===== config.mk =====
export PLATFORM = sky130hd
export DESIGN_NAME = pass_entry
export DESIGN_NICKNAME = d
export VERILOG_FILES = /design/src/rtl/pass_entry.sv
export SDC_FILE = /design/constraint.sdc
export NUM_CORES = 1
export LEC_CHECK = 0
export BUFFER_PORTS_ARGS = -buffer_cell sky130_fd_sc_hd__buf_2
export CORE_AREA = 2 2 131 133
export CTS_BUF_LIST = sky130_fd_sc_hd__clkbuf_4
export DETAILED_ROUTE_END_ITERATION = 16
export DIE_AREA = 0 0 133 135
export HOLD_SLACK_MARGIN = 0.15
export PLACE_DENSITY_LB_ADDON = 0.3
export SLEW_MARGIN = 40
export SYNTH_ARGS = -nofsm -noshare
export SYNTH_HDL_FRONTEND = slang
export SYNTH_SLANG_ARGS = --single-unit
export TNS_END_PERCENT = 20

===== constraint.sdc =====
create_clock -name clk -period 3.6 [get_ports clk]
set_clock_uncertainty 0.2 [all_clocks]
set_input_delay 0.18 -clock clk [delete_from_list [all_inputs] [get_ports clk]]
set_output_delay 0.18 -clock clk [all_outputs]
set_load 0.01 [all_outputs]

===== src/rtl/pass_entry.sv =====
// pass_entry: collects four 4-bit digits from slide switches into a 16-bit word.
// The word is then offered downstream with a valid/ready handshake.
//
// Ports
//   clk           system clock, rising edge
//   reset         synchronous, active-high
//   i_sw          raw switch nibble (asynchronous)
//   i_btn_enter   raw pushbutton, commits i_sw as the next digit
//   i_btn_clear   raw pushbutton, discards a partial entry
//   i_out_ready   downstream ready to accept o_word
//   o_word        assembled entry, first digit in [15:12]
//   o_data_valid  o_word complete and offered downstream
//   o_digit_cnt   digits entered so far, 0..4
//
// state     | meaning
// S_COLLECT | accepting digits; clear and idle timeout discard a partial entry
// S_OFFER   | word complete, held until the downstream handshake
module pass_entry #(
  parameter int DEBOUNCE_CYCLES = 1_000_000,
  parameter int TIMEOUT_CYCLES  = 1_000_000_000
) (
  input  logic        clk,
  input  logic        reset,
  input  logic [3:0]  i_sw,
  input  logic        i_btn_enter,
  input  logic        i_btn_clear,
  input  logic        i_out_ready,
  output logic [15:0] o_word,
  output logic        o_data_valid,
  output logic [2:0]  o_digit_cnt
);

  localparam int DB_W = $clog2(DEBOUNCE_CYCLES + 1);
  localparam int TO_W = $clog2(TIMEOUT_CYCLES + 1);
  localparam logic [DB_W-1:0] DB_LAST = DB_W'(DEBOUNCE_CYCLES - 1);
  localparam logic [TO_W-1:0] TO_LAST = TO_W'(TIMEOUT_CYCLES - 1);

  typedef enum logic {S_COLLECT, S_OFFER} state_t;

  // Button index 0 = enter, 1 = clear.
  logic [1:0]      w_btn_raw;
  logic [3:0]      r_sw_s1, r_sw_s2;
  logic [1:0]      r_btn_s1, r_btn_s2;
  logic [1:0]      r_age;
  logic [1:0]      r_db, r_db_q, r_arm, r_pulse;
  logic [DB_W-1:0] r_db_cnt [2];

  state_t          r_state, w_state_nx;
  logic [15:0]     r_word, w_word_nx;
  logic [2:0]      r_cnt, w_cnt_nx;
  logic [TO_W-1:0] r_to_cnt, w_to_nx;
  logic            w_ent, w_clr;

  assign w_btn_raw = {i_btn_clear, i_btn_enter};

  // Synchronizers, debouncers and press-pulse generation.
  // r_age marks when the synchronizer holds a genuine post-reset sample; a
  // button only becomes armed once it has been seen released after reset,
  // so a button held through reset cannot produce a press.
  always_ff @(posedge clk) begin
    if (reset) begin
      r_sw_s1  <= '0;
      r_sw_s2  <= '0;
      r_btn_s1 <= '0;
      r_btn_s2 <= '0;
      r_age    <= '0;
      r_db     <= '0;
      r_db_q   <= '0;
      r_arm    <= '0;
      r_pulse  <= '0;
      for (int i = 0; i < 2; i++) r_db_cnt[i] <= '0;
    end else begin
      r_sw_s1  <= i_sw;
      r_sw_s2  <= r_sw_s1;
      r_btn_s1 <= w_btn_raw;
      r_btn_s2 <= r_btn_s1;
      r_age    <= {r_age[0], 1'b1};
      r_db_q   <= r_db;
      for (int i = 0; i < 2; i++) begin
        if (r_btn_s2[i] == r_db[i]) begin
          r_db_cnt[i] <= '0;
        end else if (r_db_cnt[i] == DB_LAST) begin
          r_db[i]     <= r_btn_s2[i];
          r_db_cnt[i] <= '0;
        end else begin
          r_db_cnt[i] <= r_db_cnt[i] + DB_W'(1);
        end
        if (r_age[1] && !r_btn_s2[i]) r_arm[i] <= 1'b1;
        r_pulse[i] <= r_db[i] & ~r_db_q[i] & r_arm[i];
      end
    end
  end

  assign w_ent = r_pulse[0];
  assign w_clr = r_pulse[1];

  always_ff @(posedge clk) begin
    if (reset) begin
      r_state  <= S_COLLECT;
      r_word   <= '0;
      r_cnt    <= '0;
      r_to_cnt <= '0;
    end else begin
      r_state  <= w_state_nx;
      r_word   <= w_word_nx;
      r_cnt    <= w_cnt_nx;
      r_to_cnt <= w_to_nx;
    end
  end

  always_comb begin
    w_state_nx = r_state;
    w_word_nx  = r_word;
    w_cnt_nx   = r_cnt;
    w_to_nx    = '0;
    case (r_state)
      S_COLLECT: begin
        if (w_clr) begin
          w_word_nx = '0;
          w_cnt_nx  = '0;
        end else if (w_ent) begin
          if (r_cnt < 3'd4) begin
            w_word_nx = {r_word[11:0], r_sw_s2};
            w_cnt_nx  = r_cnt + 3'd1;
            if (r_cnt == 3'd3) w_state_nx = S_OFFER;
          end
        end else if (r_cnt != 3'd0) begin
          // In COLLECT a nonzero count is always 1..3, so the idle timer runs.
          if (r_to_cnt == TO_LAST) begin
            w_word_nx = '0;
            w_cnt_nx  = '0;
          end else begin
            w_to_nx = r_to_cnt + TO_W'(1);
          end
        end
      end
      S_OFFER: begin
        if (i_out_ready) begin
          w_state_nx = S_COLLECT;
          w_word_nx  = '0;
          w_cnt_nx   = '0;
        end
      end
      default: w_state_nx = S_COLLECT;
    endcase
  end

  assign o_word       = r_word;
  assign o_digit_cnt  = r_cnt;
  assign o_data_valid = (r_state == S_OFFER);

endmodule


Word-level counts from Yosys, hierarchy flattened
Memories as Yosys holds them, arrays and structs flattened.
Index checks and enable logic that the tools add are counted.
W data, S select, Z words.
{"block": "word_totals", "regBits": 72, "ramBits": 40, "inputBits": 9, "output_inout_bits": 20, "word_cells": 108, "memories": 1}
{"memory": "r_db_cnt", "depth": 2, "word_bits": 20, "read_ports": 2, "rd_clocked_by_memory_dff": 0, "wr": 2, "line": "46", "source": "logic [DB_W-1:0] r_db_cnt [2];"}
{"block": "op_classes", "add_sub_neg": 4, "order_cmp": 1, "eq_ne": 10, "mux": 51, "n_bitwise": 16, "reduce_logical": 9}
{"cell": "$mux W20", "n": 6}
{"cell": "$mux W16", "n": 6}
{"cell": "$add A20 B1 Y20 const B", "n": 2}
{"cell": "$eq A20 B20 Y1 const B", "n": 2}
{"cell": "$pmux W16 S2", "n": 1}
{"cell": "$add A30 B1 Y30 const B", "n": 1}
{"cell": "$eq A30 B30 Y1 const B", "n": 1}
{"cell": "$mux W1", "n": 30}
{"cell": "$mux W3", "n": 6}
{"cell": "$ne A4 B4 Y1 const B", "n": 3}
{"cell": "$not A1 Y1", "n": 6}
{"cell": "$or A1 B1 Y1", "n": 6}
{"cell": "$pmux W3 S2", "n": 1}
{"cell": "$reduce_or A6 Y1", "n": 1}
{"cell": "$and A1 B1 Y1", "n": 4}
{"cell": "$reduce_and A2 Y1", "n": 2}
{"cell": "$reduce_and A4 Y1", "n": 1}
{"cell": "$add A3 B1 Y3 const B", "n": 1}
{"cell": "$eq A3 B2 Y1 const B", "n": 1}
{"cell": "$lt A3 B3 Y1 const B", "n": 1}
{"cell": "$reduce_bool A3 Y1", "n": 1}
{"cell": "$eq A1 B1 Y1", "n": 2}
{"cell": "$logic_and A1 B1 Y1", "n": 2}
{"cell": "$logic_not A1 Y1", "n": 2}
{"cell": "2 further kinds", "n": 2}

Longest topological paths before layout
An unclocked memory read counts as a cell.
{"block": "depth", "ltp_word": 8, "ltp_mapped": 8, "ltp_nobuf": 7}

Worst setup path before layout
OpenSTA, ideal clock, no wires.
{"block": "synth_path", "path_kind": "reg2reg", "start": "register r_to_cnt[13]", "end": "register r_to_cnt[14]", "setup_time_ns": 0.115, "arrival_time_ns": 2.053, "t_required_ns": 3.285, "path_slack_ns": 1.233, "stages_incl_launch_ff": 8, "path_buffers": 2, "synth_period_minus_slack_ns": 2.367, "path_cell_list": "dfxtp_1 -> or4b_1 -> or4_1 -> nor4_4 -> or4_1 -> buf_4 -> buf_6 -> nor2_1"}
{"block": "synth_via", "elab_chain_cells": 2, "elab_cells_between_ends": 3, "cone_classes": "add/sub (1); eq/ne (1); reduce/logical (1)"}
{"item": "start, declared", "line": "51", "source": "logic [TO_W-1:0] r_to_cnt, w_to_nx;"}
{"item": "start signal, assigned", "line": "107", "source": "r_to_cnt <= w_to_nx;"}
{"item": "parallel branches: the longest is 2 deep, another holds $add A30 B1 Y30"}
Parallel ways; which one is timed is not known.
A chain may end at the register's enable or synchronous reset.

Final worst setup path
{"block": "layout_path", "start": "register r_to_cnt[12]", "end": "register r_to_cnt[3]"}
{"block": "layout_via", "elab_chain_cells": 2}
{"item": "$eq A30 B30 Y1", "line": "129", "source": "if (r_to_cnt == TO_LAST) begin"}
{"item": "$reduce_or A6 Y1 (no source line)"}
No other way between the ends.

==> flow_metrics.tcl <==
set metrics [dict create \
    area_growth_pct 17.75 \
    intPower_w 0.001543 \
    post-place-cells 757 \
    async_flop_share 0 \
    synth-xor-area-share 0.1192 \
    grt_pass1_wl_mm 15.25 \
    core_mm2 0.01641 \
    drt-pass1-iter-count 5 \
    power_density_mw_per_mm2 363.1 \
    critPathMaxFanout 29 \
    cts_buffer_depth 2 \
    crit_family "simple AND/OR/NAND/NOR gates" \
    globalplace.congestion 0.7783 \
    layout_commonest_cell "nor2_1" \
    rows 47 \
    die-area_mm2 0.01796 \
    synth_area_per_cell_um2 10.11 \
    hold_path.class "reg2reg" \
    clkPwrFrac 0.309 \
    dp_hpwl_mm 6.107 \
    synth_top_family_by_area "simple AND/OR/NAND/NOR gates" \
    cp.buffers_inverters 1 \
    drtIter0Drc 151 \
    drt-vias-per-instance 4.418 \
    finalNonFillerCells 789 \
    yosys.area_share.simple 0.2481 \
    p_sw_frac 0.2559 \
    rsz0062_at_grt "no" \
    period_share 0.7256 \
    seqPwrFrac 0.658 \
    utilization 0.3481 \
    initial_core_util 0.2957 \
    start_kind "flip-flop" \
    cts_tree "built" \
    pwr-share-comb 0.034 \
    grt_max_degree 30 \
    grt-ovfl-total 0 \
    crit_path_end_kind "flip-flop" \
    switchingPower_w 0.0005307 \
    wl_per_cell_um 11.27 \
    grt_pass1_vias 3328 \
    fillCellCount 1679 \
    status "finished, final reports clean" \
    min_period_ns 2.612 \
    max-slew-margin-rel 0.5208 \
    slew_viol_final 0 \
    clk_latency_ns 0.49 \
    htree_levels 3 \
    worst_path_most_repeated_cell "or4_1" \
    ir_drop_mv 0.2141 \
    postCtsResizedCells 0 \
    layout_common_cells "nor2_1 (86), dfxtp_1 (72), xor2_1 (41)" \
    max_stage_delay_ns 0.53 \
    synth_edf_count 40 \
    drv_cap 0 \
    drt_wl_total_mm 8.890 \
    ys.warnings.count 0 \
    clk_pin_slew_ns 0.20 \
    route.detailed.drc 0 \
    synth_mux_area_frac 0.006448 \
    synthCells 480 \
    floorplan.die.width_um 133 \
    synthAdderAreaFrac 0.01548 \
    antenna_found_initial 1 \
    crit_type "reg2reg" \
    ant_nets 0 \
    port-buffer-count 28 \
    die_y_um 135 \
    worstPathRequired_ns 3.77 \
    ys_seq_area_frac 0.5448 \
    fin_tns_setup_ns 0 \
    slowest_stage "or4_1" \
    grt_usage 0.1038 \
    setup_viol 0 \
    path_cells "or4b_1, or4_1, nor4_4, or4_1, buf_4, nor2_1" \
    tightestPinTransition_ns 0.7123 \
    nNetsFinal 578 \
    clkSinkCount 112 \
    drive_gt1_frac 0.1004 \
    synth_compound_area_frac 0.03869 \
    pin_count 29 \
    via_count 3486 \
    root_buffer "clkbuf_4" \
    fmax_mhz 382.8 \
    leakage_nw 2.058 \
    crit_arrival_ns 2.78 \
    cts_buffers 9 \
    ys_seq_elements 112 \
    yosysUniqueCellTypes 41 \
    hold_violations 0 \
    synth_area_mm2 0.004851 \
    synthFlopType "dfxtp_1" \
]
## sequential cells by signal, summed over array words and instances (netlist names)
register,cells
r_arm,2
r_db,2
r_btn_s2,2
r_btn_s1,2
r_sw_s1,4
o_data_valid,1
r_to_cnt,30
r_db_q,2
r_db_cnt,40
r_age,2
r_pulse,2
r_sw_s2,4
o_word,16
o_digit_cnt,3
## worst paths after layout
| path | start | endpoint | slack (ns) | depth (start not counted) |
|---|---|---|---|---|
| max | r_to_cnt[12] | r_to_cnt[3] | 0.99 | 6 |
| min reg2reg | r_sw_s1[1] | r_sw_s2[1] | 0.26 | 1 |
| min | r_sw_s1[1] | r_sw_s2[1] | 0.26 | 1 |
| max reg2reg | r_to_cnt[12] | r_to_cnt[3] | 0.99 | 6 |
## layout make-up
cell class | count | area (um2) | share of cell area
antenna | 1 | 2.502 | 0.0004381
clock buffer | 9 | 67.56 | 0.01183
clock inverter | 7 | 81.33 | 0.01424
inverter | 17 | 63.81 | 0.01117
multi-input combinational | 378 | 2273 | 0.3980
sequential | 112 | 2643 | 0.4626
tap | 220 | 275.3 | 0.04819
timing repair buffer | 45 | 305.3 | 0.05345
## metal layers
layer / vias up / wire length (um) / global-route usage
met1: 1622 / 4424 / 0.1376
met5: - / 0 / 0
met4: 0 / 171 / 0.05376
met3: 10 / 304 / 0.01952
met2: 59 / 3990 / 0.1618
li1: 1795 / - / -
## power by group through the flow
stage	clock, W	sequential (W)	combinational [W]
2_1_floorplan	0	0.00138	0.0000461
3_3_place_gp	0	0.00139	0.0000556
3_5_place_dp	0	0.00139	0.0000579
4_1_cts	0.000672	0.00136	0.0000695
5_1_grt	0.000713	0.00137	0.0000800
6_report	0.000640	0.00136	0.0000700
## what timing repair did
action | 4_1_cts | 5_1_grt
hold endpoints to repair | 24 | 0
hold buffers | 15 | 0
buffers inserted | 0 | 0
## worst register-to-register path: cells and delay by family (launching register included)
| family | cells | cell delay (ns) |
|---|---|---|
| buffers and inverters | 1 | 0.29 |
| DFF | 1 | 0.40 |
| and+or+nand+nor | 5 | 1.63 |
## kinds of logic (layout without fill, tap and decap cells)
| family | after synthesis | in the layout |
|---|---|---|
| and+or+nand+nor | 239 | 239 |
| AOI/OAI and AO/OA | 24 | 24 |
| other | 1 | 41 |
| buffers and inverters | 29 | 78 |
| DFF | 112 | 112 |
| xor gates and xnor gates | 66 | 66 |
| muxes | 3 | 3 |
| adders and majority gates | 6 | 6 |
## synth_stat cells, types with 8 or more instances
master     n  area (um2)
nor2_1    86       322.8
dfxtp_1   72        1441
xor2_1    41       359.1
edfxtp_1  40        1201
nand2_1   36       135.1
nand3_1   30       150.1
xnor2_1   25       219.0
nand4_1   20       125.1
inv_1     17       63.81
nor2b_1   16       100.1
a22o_1    14       122.6
nor4_1    11       68.82
and3_1     9       56.30
nor3_1     9       45.04
clkbuf_1   8       30.03
## metrics by stage
stage               setup slack, ns  power (W)  hold WS (ns)  cell area [um2]
finish                       0.9877   0.002074        0.2614             5712
global placement              1.037   0.001445        0.2024             5368
detailed placement            1.016   0.001449        0.1980             5389
CTS                          0.9675   0.002106        0.2650             5688
floorplan                     1.233   0.001430       0.05940             4997
global route                 0.8447   0.002162        0.2764             5712
Note: power is estimated with default switching activity, not from simulation.
